## src/rtl/imem_loader.sv

```systemverilog
// imem_loader: streams a program image into the dual-issue instruction memory.
// The image is a 4-byte little-endian word count N followed by N little-endian
// 32-bit words. Words are written in pairs, and the core is held in reset
// until the image is complete.
// Optional feature macro: IMEM_LOADER_CHECKSUM_EN. When it is defined, the
// image is followed by one XOR checksum byte that covers the header and data.
// Ports:
//   i_clk, i_rst        clock, synchronous active-high reset
//   i_start             begin a load (honoured in IDLE, DONE, ERR)
//   i_in_data/i_in_valid, o_in_ready   byte stream handshake
//   o_wr_en, o_wr_addr, o_wr_data1, o_wr_data2   instruction pair write port
//   o_core_rst, o_busy, o_done, o_err            status levels
module imem_loader #(
    parameter logic [31:0] BASE_ADDR = 32'h0,
    parameter int unsigned MAX_WORDS = 1024,
    parameter logic [31:0] PAD_WORD  = 32'h0
) (
    input  logic        i_clk,
    input  logic        i_rst,
    input  logic        i_start,
    input  logic [7:0]  i_in_data,
    input  logic        i_in_valid,
    output logic        o_in_ready,
    output logic        o_wr_en,
    output logic [31:0] o_wr_addr,
    output logic [31:0] o_wr_data1,
    output logic [31:0] o_wr_data2,
    output logic        o_core_rst,
    output logic        o_busy,
    output logic        o_done,
    output logic        o_err
);

    localparam logic [2:0] S_IDLE  = 3'd0;
    localparam logic [2:0] S_HDR   = 3'd1;
    localparam logic [2:0] S_DATA  = 3'd2;
    localparam logic [2:0] S_WRITE = 3'd3;
    localparam logic [2:0] S_DONE  = 3'd4;
    localparam logic [2:0] S_ERR   = 3'd5;
`ifdef IMEM_LOADER_CHECKSUM_EN
    localparam logic [2:0] S_CSUM  = 3'd6;
    // State reached once the last word is written (or N = 0)
    localparam logic [2:0] S_FINAL = S_CSUM;
`else
    localparam logic [2:0] S_FINAL = S_DONE;
`endif

    logic [2:0]  r_state;
    logic [2:0]  w_state_nx;
    logic [2:0]  r_byte_cnt;
    logic [23:0] r_hdr;
    logic [31:0] r_words_left;
    logic        w_xfer;
    logic [31:0] w_n;
    logic        w_last_odd;
    logic        w_pair_done;
    logic [4:0]  w_lane;
`ifdef IMEM_LOADER_CHECKSUM_EN
    logic [7:0]  r_csum;
`endif

    // in_ready is registered from the next state, so it already reflects r_state
    assign w_xfer      = i_in_valid & o_in_ready;
    // Header is shifted in from the top: the 4th byte completes N
    assign w_n         = {i_in_data, r_hdr};
    // Final word of an odd count closes the pair after only 4 bytes
    assign w_last_odd  = (r_words_left == 32'd1) && (r_byte_cnt == 3'd3);
    assign w_pair_done = (r_byte_cnt == 3'd7) || w_last_odd;
    assign w_lane      = {r_byte_cnt[1:0], 3'b000};

    // State register
    always_ff @(posedge i_clk) begin
        if (i_rst) r_state <= S_IDLE;
        else       r_state <= w_state_nx;
    end

    // Next-state logic
    always_comb begin
        w_state_nx = r_state;
        case (r_state)
            S_IDLE, S_DONE, S_ERR: begin
                if (i_start) w_state_nx = S_HDR;
            end
            S_HDR: begin
                if (w_xfer && (r_byte_cnt == 3'd3)) begin
                    if (w_n > 32'(MAX_WORDS)) w_state_nx = S_ERR;
                    else if (w_n == 32'd0)    w_state_nx = S_FINAL;
                    else                      w_state_nx = S_DATA;
                end
            end
            S_DATA: begin
                if (w_xfer && w_pair_done) w_state_nx = S_WRITE;
            end
            S_WRITE: begin
                w_state_nx = (r_words_left == 32'd0) ? S_FINAL : S_DATA;
            end
`ifdef IMEM_LOADER_CHECKSUM_EN
            S_CSUM: begin
                if (w_xfer) w_state_nx = (i_in_data == r_csum) ? S_DONE : S_ERR;
            end
`endif
            default: w_state_nx = S_IDLE;
        endcase
    end

    // Status outputs registered from the next state
    always_ff @(posedge i_clk) begin
        if (i_rst) begin
            o_in_ready <= 1'b0;
            o_wr_en    <= 1'b0;
            o_core_rst <= 1'b1;
            o_busy     <= 1'b0;
            o_done     <= 1'b0;
            o_err      <= 1'b0;
        end else begin
`ifdef IMEM_LOADER_CHECKSUM_EN
            o_in_ready <= (w_state_nx == S_HDR) || (w_state_nx == S_DATA) || (w_state_nx == S_CSUM);
            o_busy     <= (w_state_nx == S_HDR) || (w_state_nx == S_DATA) ||
                          (w_state_nx == S_WRITE) || (w_state_nx == S_CSUM);
`else
            o_in_ready <= (w_state_nx == S_HDR) || (w_state_nx == S_DATA);
            o_busy     <= (w_state_nx == S_HDR) || (w_state_nx == S_DATA) || (w_state_nx == S_WRITE);
`endif
            o_wr_en    <= (w_state_nx == S_WRITE);
            o_core_rst <= (w_state_nx != S_DONE);
            o_done     <= (w_state_nx == S_DONE);
            o_err      <= (w_state_nx == S_ERR);
        end
    end

    // Header capture, word assembly, address and checksum tracking
    always_ff @(posedge i_clk) begin
        if (i_rst) begin
            r_byte_cnt   <= 3'd0;
            r_hdr        <= 24'd0;
            r_words_left <= 32'd0;
            o_wr_addr    <= BASE_ADDR;
            o_wr_data1   <= 32'd0;
            o_wr_data2   <= 32'd0;
`ifdef IMEM_LOADER_CHECKSUM_EN
            r_csum       <= 8'd0;
`endif
        end else begin
            case (r_state)
                S_IDLE, S_DONE, S_ERR: begin
                    if (i_start) begin
                        r_byte_cnt   <= 3'd0;
                        r_hdr        <= 24'd0;
                        r_words_left <= 32'd0;
                        o_wr_addr    <= BASE_ADDR;
`ifdef IMEM_LOADER_CHECKSUM_EN
                        r_csum       <= 8'd0;
`endif
                    end
                end
                S_HDR: begin
                    if (w_xfer) begin
                        r_hdr <= {i_in_data, r_hdr[23:8]};
`ifdef IMEM_LOADER_CHECKSUM_EN
                        r_csum <= r_csum ^ i_in_data;
`endif
                        if (r_byte_cnt == 3'd3) begin
                            r_byte_cnt   <= 3'd0;
                            r_words_left <= w_n;
                        end else begin
                            r_byte_cnt <= r_byte_cnt + 3'd1;
                        end
                    end
                end
                S_DATA: begin
                    if (w_xfer) begin
                        if (r_byte_cnt[2]) o_wr_data2[w_lane +: 8] <= i_in_data;
                        else               o_wr_data1[w_lane +: 8] <= i_in_data;
`ifdef IMEM_LOADER_CHECKSUM_EN
                        r_csum <= r_csum ^ i_in_data;
`endif
                        if (w_pair_done) begin
                            r_byte_cnt <= 3'd0;
                            if (w_last_odd) begin
                                o_wr_data2   <= PAD_WORD;
                                r_words_left <= r_words_left - 32'd1;
                            end else begin
                                r_words_left <= r_words_left - 32'd2;
                            end
                        end else begin
                            r_byte_cnt <= r_byte_cnt + 3'd1;
                        end
                    end
                end
                S_WRITE: begin
                    o_wr_addr <= o_wr_addr + 32'd8;
                end
                default: ;
            endcase
        end
    end

endmodule
```

## config.mk

```make
export PLATFORM = sky130hd
export DESIGN_NAME = imem_loader
export DESIGN_NICKNAME = d
export VERILOG_FILES = /design/src/rtl/imem_loader.sv
export SDC_FILE = /design/constraint.sdc
export NUM_CORES = 1
export LEC_CHECK = 0
export BUFFER_PORTS_ARGS = -buffer_cell sky130_fd_sc_hd__buf_4
export CAP_MARGIN = 5
export CELL_PAD_IN_SITES_DETAIL_PLACEMENT = 2
export CELL_PAD_IN_SITES_GLOBAL_PLACEMENT = 2
export CORE_MARGIN = 4
export CORE_UTILIZATION = 30
export CTS_CLUSTER_SIZE = 16
export DETAILED_ROUTE_END_ITERATION = 8
export PLACE_DENSITY = 0.77
export SYNTH_ARGS = -nofsm -noshare
export SYNTH_HDL_FRONTEND = slang
export SYNTH_SLANG_ARGS = --single-unit
```

## constraint.sdc

```tcl
create_clock -name i_clk -period 2.9 [get_ports i_clk]
set_clock_uncertainty 0.15 [all_clocks]
set_input_delay 0.58 -clock i_clk [delete_from_list [all_inputs] [get_ports i_clk]]
set_output_delay 0.58 -clock i_clk [all_outputs]
set_load 0.02 [all_outputs]
```

# After elaboration in Yosys (flattened, before gate mapping)
# Index checks and enable logic that the tools add are counted.
[word_totals]
regBits = 164
output_inout_bits = 102
inputBits = 12
word_cells = 90
[op_classes]
magnitude_cmp = 1
n_reduce_logical = 19
n_shift = 2
n_bitwise = 2
n_eq_ne = 19
muxes = 29
add_sub_neg = 5
[ops]
columns = ["cell", "n"]
rows = [
  ["$mux W32", 9],
  ["$pmux W32 S3", 1],
  ["$bwmux W32", 2],
  ["$logic_not A32 Y1", 2],
  ["$pmux W32 S2", 1],
  ["$mux W24", 2],
  ["$pmux W24 S2", 1],
  ["$mux W3", 11],
  ["$add A32 B4 Y32 const B", 1],
  ["$eq A32 B1 Y1 const B", 1],
  ["$gt A32 B11 Y1 const B", 1],
  ["$shift A8 B7 Y32 const A", 1],
  ["$shiftx A8 B7 Y32", 1],
  ["$sub A32 B1 Y32 const B", 1],
  ["$sub A32 B2 Y32 const B", 1],
  ["$eq A3 B2 Y1 const B", 5],
  ["$eq A3 B3 Y1 const B", 5],
  ["$pmux W3 S4", 1],
  ["$ne A2 B2 Y1 const B", 5],
  ["$pmux W3 S3", 1],
  ["$neg A5 Y7", 1],
  ["$eq A3 B1 Y1 const B", 2],
  ["$reduce_and A3 Y1", 2],
  ["$reduce_and A6 Y1", 1],
  ["other kinds (12)", 18],
]

# Longest topological paths before layout
# Gate-level depths: netlist of the first run.
[depth]
depth_word = 9
ltp_mapped = 9
depth_no_buf = 8

# Worst setup path before layout of the first run
# No wires, ideal clock.
[synth_path]
path_kind = "input -> register"
startpoint = "in i_in_valid"
endpoint = "reg r_words_left[12]"
required_time_ps = 2614
path_buffers = 1
t_arrival_ps = 2086
cell_stages = 7
setup_ps = 136
slack_ps = 528
path_cell_list = "nand2_1 o32ai_2 o311a_1 nand2_1 buf_2 o311ai_0 a31oi_1"
[synth_via]
elab_chain_len = 3
elab_cells_between_ends = 4
cone_classes = "eq/ne: 2; bitwise: 1; reduce/logical: 1"
[synth_rtl]
columns = ["item", "line", "rtl"]
rows = [
  ["from (decl)", "22", "input logic i_in_valid,"],
  ["$and A1 B1 Y1 *", "63", "assign w_xfer = i_in_valid & o_in_ready;"],
  ["$ne A2 B2 Y1 (no source line)", "--", ""],
  ["$reduce_and A6 Y1 (no source line) *", "--", ""],
  ["to (signal assigned)", "164", "r_words_left <= w_n;"],
  ["to (signal assigned)", "181", "r_words_left <= r_words_left - 32'd1;"],
  ["to (signal assigned)", "183", "r_words_left <= r_words_left - 32'd2;"],
  ["to (decl)", "52", "logic [31:0] r_words_left;"],
]
# Mark *: on every way between the ends. The rest lies on a longest branch, timed or not.
# A chain may end at the register's enable or synchronous reset.

# Worst setup path after layout of the first run
[layout_path]
startpoint = "reg r_words_left[23]"
endpoint = "reg r_words_left[24]"
[layout_via]
elab_chain_len = 6
elab_cells_between_ends = 11
cone_classes = "add/sub: 2; eq/ne: 2; mux: 4; reduce/logical: 3"
[layout_rtl]
columns = ["item"]
rows = [
  ["branches (longest 6 deep; another with $sub A32 B2 Y32)"],
]
# Several ways; the timed one is not identified. The select of a mux whose other input is x is not followed.

==> results of run 1 <==
-- repair_timing --
action                                  CTS  global route
pin swaps                                 0             1
endpoints found under the setup margin    1             8
resized for setup                         1             2
endpoints found under the hold margin     0             0
hold buffers                              0             0
buffers inserted                          0             0
-- kinds of logic after synthesis --
family,after synthesis,synth area share [%]
and+or+nand+nor,473,30.7
adders and majority gates,15,2.36
other,1,0.0472
DFF,161,40.6
AOI/OAI and AO/OA,238,19.4
muxes,16,2.14
xor gates and xnor gates,2,0.221
buffers and inverters,88,4.57
-- state kept, by name, indices dropped and copies added, names as in the netlist --
| name | cells |
|---|---|
| o_wr_en | 1 |
| r_hdr | 24 |
| o_busy | 1 |
| o_err | 1 |
| r_state | 3 |
| o_core_rst | 1 |
| o_in_ready | 1 |
| r_byte_cnt | 3 |
| o_done | 1 |
| o_wr_data1 | 32 |
| r_words_left | 32 |
| o_wr_addr | 29 |
| o_wr_data2 | 32 |
-- path summary, 6_finish.rpt --
| path | start | end | slack (ns) |
|---|---|---|---|
| setup / recovery | r_words_left[23] | r_words_left[24] | 0.12 |
| hold / removal | o_wr_data2[27] | o_wr_data2[27] | 0.31 |
| setup reg to reg | r_words_left[23] | r_words_left[24] | 0.12 |
| hold reg to reg | o_wr_data2[27] | o_wr_data2[27] | 0.31 |
-- routing by layer --
| metal | part of all wire, % | vias to the layer above | track usage [%] |
|---|---|---|---|
| met5 | 0 | - | 0 |
| met4 | 1.9 | 0 | 6.32 |
| met3 | 4.8 | 46 | 4.34 |
| met2 | 49 | 242 | 40.1 |
| met1 | 44 | 4326 | 29.3 |
| li1 | - | 3910 | - |
-- metrics by stage --
step | cells | power, mW | utilization [%] | hold slack (ns) | setup slack [ns]
global placement | 1438 | 2.91 | 36.5 | 0.296 | 0.334
floorplan | 996 | 2.65 | - | 0.283 | 0.528
global route | 1470 | 5.42 | 38.9 | 0.334 | 0.0360
CTS | 1470 | 5.27 | 38.8 | 0.312 | 0.103
detailed placement | 1438 | 2.93 | 36.5 | 0.300 | 0.187
finish | 1470 | 5.24 | 38.9 | 0.309 | 0.123
-- worst max-delay path, stage by stage, from the launching register on --
cell and delay (ns):
dfxtp_1 0.41, nor4_2 0.40, and4_1 0.43, a31oi_2 0.30, buf_4 0.26, nor4_1 0.39
nand4_1 0.21, nand3_1 0.15
-- cell usage in the layout, fill, tap and decap left out, drive strengths merged, types with 8 or more instances in the layout --
master	count
buf	178
nand2	162
dfxtp	161
a21oi	119
nand3	83
nand4	53
nor2	50
nor3	27
nor4	26
inv	26
clkbuf	17
a211oi	17
o21ai	17
ha	15
and2	14
and4	9
and3	9
or3	9
mux2i	8
a32oi	8
mux2	8
a31oi	8
-- cell type report --
| class | count | area [um2] |
|---|---|---|
| clock buffers | 17 | 425 |
| clock inverters | 15 | 181 |
| fillers | 2953 | 15900 |
| inverters | 17 | 63.8 |
| multi-input cells | 747 | 4430 |
| flip-flops and latches | 161 | 3220 |
| well taps | 335 | 419 |
| repair buffers | 178 | 1390 |
-- where the power goes --
part           switching [mW]  internal, mW  total [mW]
logic                   0.442         0.193       0.635
clock network            1.17          1.18        2.34
registers              0.0302          2.23        2.26
total                    1.64          3.60        5.24
==> reports/results.ini, run 1 <==
[outcome]
status=completed

[grt]
grt_pass1_wl_um=52900
first_global_vias=9209
grt_use_total_pct=23.1
grt_max_degree=41
grt_overflow=0
antenna_found_initial=0

[timing]
hold_viol_final=0
max_freq_ghz=0.360
maxSlewHeadroom_pct=50.6
min_period_ns=2.78
slew_violations=0
worstMarginPinSlew_ns=0.737
period_share_pct=95.8
setup_viol=0
tns_ns=0
rsz0062_at_grt=no

[clocking]
cts_inserted_buffers=17
cts_tree=yes
clockBufferDepth=2
cts_root_buffer=clkbuf_16
clk_pin_slew_ns=0.08
worstSkewPairLatency_ns=0.44
cts.sinks=161
htreeDepth=4

[synthesis]
synth_top_area_share_pct=40.6
synthFlopType=dfxtp_1
netlist_area_um2=7940
synthTopCellsByCount=162 x nand2_1, 161 x dfxtp_1, 118 x a21oi_1, 82 x nand3_1, 55 x clkbuf_1
synth-edff-count=0
yosysSeqAreaShare_pct=40.6
syn_inst=994
async_flop_share_pct=0
ys_warn_count=0
yosysUniqueCellTypes=77
synth.most_common_cell=nand2_1
synth.avg_cell_area_um2=7.99
ys_seq_elements=161
synth_largest_area_cell=dfxtp_1
synthTopCellsByArea=dfxtp_1 41%, nand2_1 7.7%, a21oi_1 7.4%

[flow_run]
maxCapViolations=0

[routing]
drt_pre_antenna_iters=5
ant_nets=0
drc=0
wl_um=34000
vias_per_cell=5.80
dr_total_vias=8524
drt_iter0_markers=619
wire_per_inst_um=23.1

[setup_path]
critical_path_class=flip-flop to flip-flop
critPathArrivalTime_ns=2.99
reg2regPathDepth=7
worstPathMaxFanout=8
crit_required_ns=3.12
startpoint_type=flip-flop
end_kind=flip-flop

[power_and_ir_drop]
p_leak_nw=3.74
peakVddDrop_uv=255
powerDensity_nw_per_um2=517

[floorplanning]
io_pins=114
fp.dieW_um=171
die-area_um2=29100
core-area_um2=26100
row_count=59
die_h_um=171
start_util_pct=30.5

[cells_and_area]
syn_to_final_growth_pct=27.5
n_antenna_cell=0
postLayoutCellArea_um2=10100
layout.nets=1149
drive_above_1_share_pct=21.9

[min_path]
hold_depth=2
min_path_type=flip-flop to flip-flop

[placed_design]
dp_hpwl_um=24000
placed_area_um2=9500
io_buffers=110
place_congestion=0.906

No activity file was read; power rests on OpenSTA's default activity.
==> run 2: changes to the inputs <==
--- a/config.mk
+++ b/config.mk
@@ -5,6 +5,7 @@
 export SDC_FILE = /design/constraint.sdc
 export NUM_CORES = 1
 export LEC_CHECK = 0
+export ABC_AREA = 1
 export BUFFER_PORTS_ARGS = -buffer_cell sky130_fd_sc_hd__buf_4
 export CAP_MARGIN = 5
 export CELL_PAD_IN_SITES_DETAIL_PLACEMENT = 2
@@ -13,7 +14,7 @@
 export CORE_UTILIZATION = 30
 export CTS_CLUSTER_SIZE = 16
 export DETAILED_ROUTE_END_ITERATION = 8
-export PLACE_DENSITY = 0.77
+export PLACE_DENSITY = 0.82
 export SYNTH_ARGS = -nofsm -noshare
 export SYNTH_HDL_FRONTEND = slang
 export SYNTH_SLANG_ARGS = --single-unit
==> run 2 against run 1 <==
  * Clock-buffer cell count unchanged
  * Wire length up 7.7%
  * Sequential cell count stayed put
  * Maximum frequency grew 8.5%
  * Hold slack better by 0.015 ns
  * First-iteration DRC count fell by 24%
  * Combinational power up 110%
  * Via count increased by 13%
  * Die area up 11%
  * Sequential power increased by 6%
  * Critical path type unchanged
==> reports/results.ini, run 2 <==
[outcome]
status=completed

[min_path]
min_path_type=flip-flop to flip-flop
hold_depth=2

[power_and_ir_drop]
p_leak_nw=4.73
p_total_mw=6.16
powerDensity_nw_per_um2=574
peakVddDrop_uv=376

[timing]
hold_viol_final=0
period_share_pct=88.3
min_period_ns=2.56
maxSlewHeadroom_pct=56.0
holdWs_ns=0.324
max_freq_ghz=0.391
tns_ns=0
setup_viol=0
slew_violations=0
worstMarginPinSlew_ns=0.661
rsz0062_at_grt=no

[routing]
wire_per_inst_um=19.3
drc=0
drt_iter0_markers=471
drt_pre_antenna_iters=5
vias_per_cell=5.06
ant_nets=0
wl_um=36600
dr_total_vias=9612

[synthesis]
synth-edff-count=0
synthTopCellsByCount=352 x nand2_1, 274 x nor2_1, 161 x dfxtp_1, 129 x inv_1, 108 x a21oi_1
synthTopCellsByArea=dfxtp_1 36%, nand2_1 15%, nor2_1 12%
async_flop_share_pct=0
yosysUniqueCellTypes=38
synthFlopType=dfxtp_1
synth_top_area_share_pct=36.3
syn_inst=1401
ys_warn_count=0
synth.avg_cell_area_um2=6.33
synth.most_common_cell=nand2_1
ys_seq_elements=161
synth_largest_area_cell=dfxtp_1
netlist_area_um2=8870
yosysSeqAreaShare_pct=36.3

[grt]
first_global_vias=10500
antenna_found_initial=0
grt_use_total_pct=22.3
grt_overflow=0
grt_pass1_wl_um=58900
grt_max_degree=58

[placed_design]
place_congestion=0.872
dp_hpwl_um=26700
place_inst=1868
io_buffers=110

[cells_and_area]
syn_to_final_growth_pct=21.0
layout.nets=1530
final.fill_count=3566
seqCellArea_um2=3220
layout_commonest_cell=nand2_1
drive_above_1_share_pct=14.2
n_antenna_cell=0
top_regs=o_wr_data1 (32), o_wr_data2 (32), r_words_left (32)
fin_cells=1900
multi_input_area_um2=4840
mostFrequentLayoutCells=352 x nand2_1, 274 x nor2_1, 161 x dfxtp_1, 131 x buf_4, 128 x inv_1

[setup_path]
critical_path_class=flip-flop to flip-flop
reg2regPathDepth=14
critPathArrivalTime_ns=2.78
startpoint_type=flip-flop
crit_required_ns=3.12
worstPathMaxFanout=4
end_kind=flip-flop

[clocking]
cts_inserted_buffers=17
ctsHoldBuffers=0
post_cts_resized=0
clk_pin_slew_ns=0.08
cts_tree=yes
cts.sinks=161
htreeDepth=4
worstSkewPairLatency_ns=0.45
post_cts_buffers=0
cts_root_buffer=clkbuf_16
clockBufferDepth=2

[floorplanning]
io_pins=114
start_util_pct=30.6
fp.dieW_um=180
core-area_um2=28900
die-area_um2=32400
row_count=62
die_h_um=180

[flow_run]
maxCapViolations=0

[run 2: cell types whose count changed after synthesis, moves of 33 or more]
cell and change:
o21ai_0 +46, nand4_1 -37, nor3_1 +33, nor2_1 +224
inv_1 +112, nand2_1 +190
[run 2: metrics by stage]
step,util (%),setup WS [ns],area (um2)
6_report,37.1,0.340,10700
5_1_grt,37.1,0.114,10700
3_5_place_dp,34.9,0.384,10100
3_3_place_gp,34.9,0.547,10100
2_1_floorplan,-,0.686,8880
4_1_cts,37.1,0.311,10700
[run 2: logic make-up after synthesis]
family          Yosys count  share of synthesized area, %
xor+xnor                 21                          2.07
fa+ha+maj                15                          2.12
flops                   161                          36.3
other cells               1                        0.0423
buf+inv                 196                          9.28
compound gates          182                          10.7
simple gates            825                          39.4
[run 2: path summary, 6_finish.rpt]
check                                   start       endpoint  slack (ns)
worst max-delay path            r_byte_cnt[0]         o_done        0.34
worst min-delay path            o_wr_data1[1]  o_wr_data1[1]        0.32
worst max register to register  r_byte_cnt[0]         o_done        0.34
worst min register to register  o_wr_data1[1]  o_wr_data1[1]        0.32
[run 2: per-layer routing]
| layer | vias to the layer above | share of wire [%] | global-route usage (%) |
|---|---|---|---|
| li1 | 4640 | - | - |
| met1 | 4732 | 46 | 28.5 |
| met2 | 189 | 48 | 38.8 |
| met3 | 51 | 3.2 | 2.73 |
| met4 | 0 | 2.9 | 7.80 |
| met5 | - | 0 | 0 |
[run 2: report_power, final]
| group | switching, mW | internal, mW |
|---|---|---|
| Combinational | 0.943 | 0.375 |
| Clock | 1.24 | 1.19 |
| Sequential | 0.0985 | 2.30 |
| Total | 2.28 | 3.87 |
[run 2: area by class of cell]
class                      count  area share (%)
clock buffer                  17            3.97
clock inverter                15            1.85
inverter                     144            5.04
multi-input combinational   1046            45.1
sequential                   161            30.0
tap                          384            4.48
timing repair buffer         133            9.54
[run 2: critical path: stages (launching register included)]
cell and delay [ns]:
dfxtp_1 0.34, ha_1 0.21, ha_1 0.28, inv_1 0.13
nor2_1 0.11, nand2_1 0.05, nor2_1 0.09, nand2_1 0.08
nor2_1 0.21, nand2_1 0.08, nand2_1 0.12, nand3_1 0.15
nor2_1 0.28, nand2_1 0.10, nor2_1 0.10
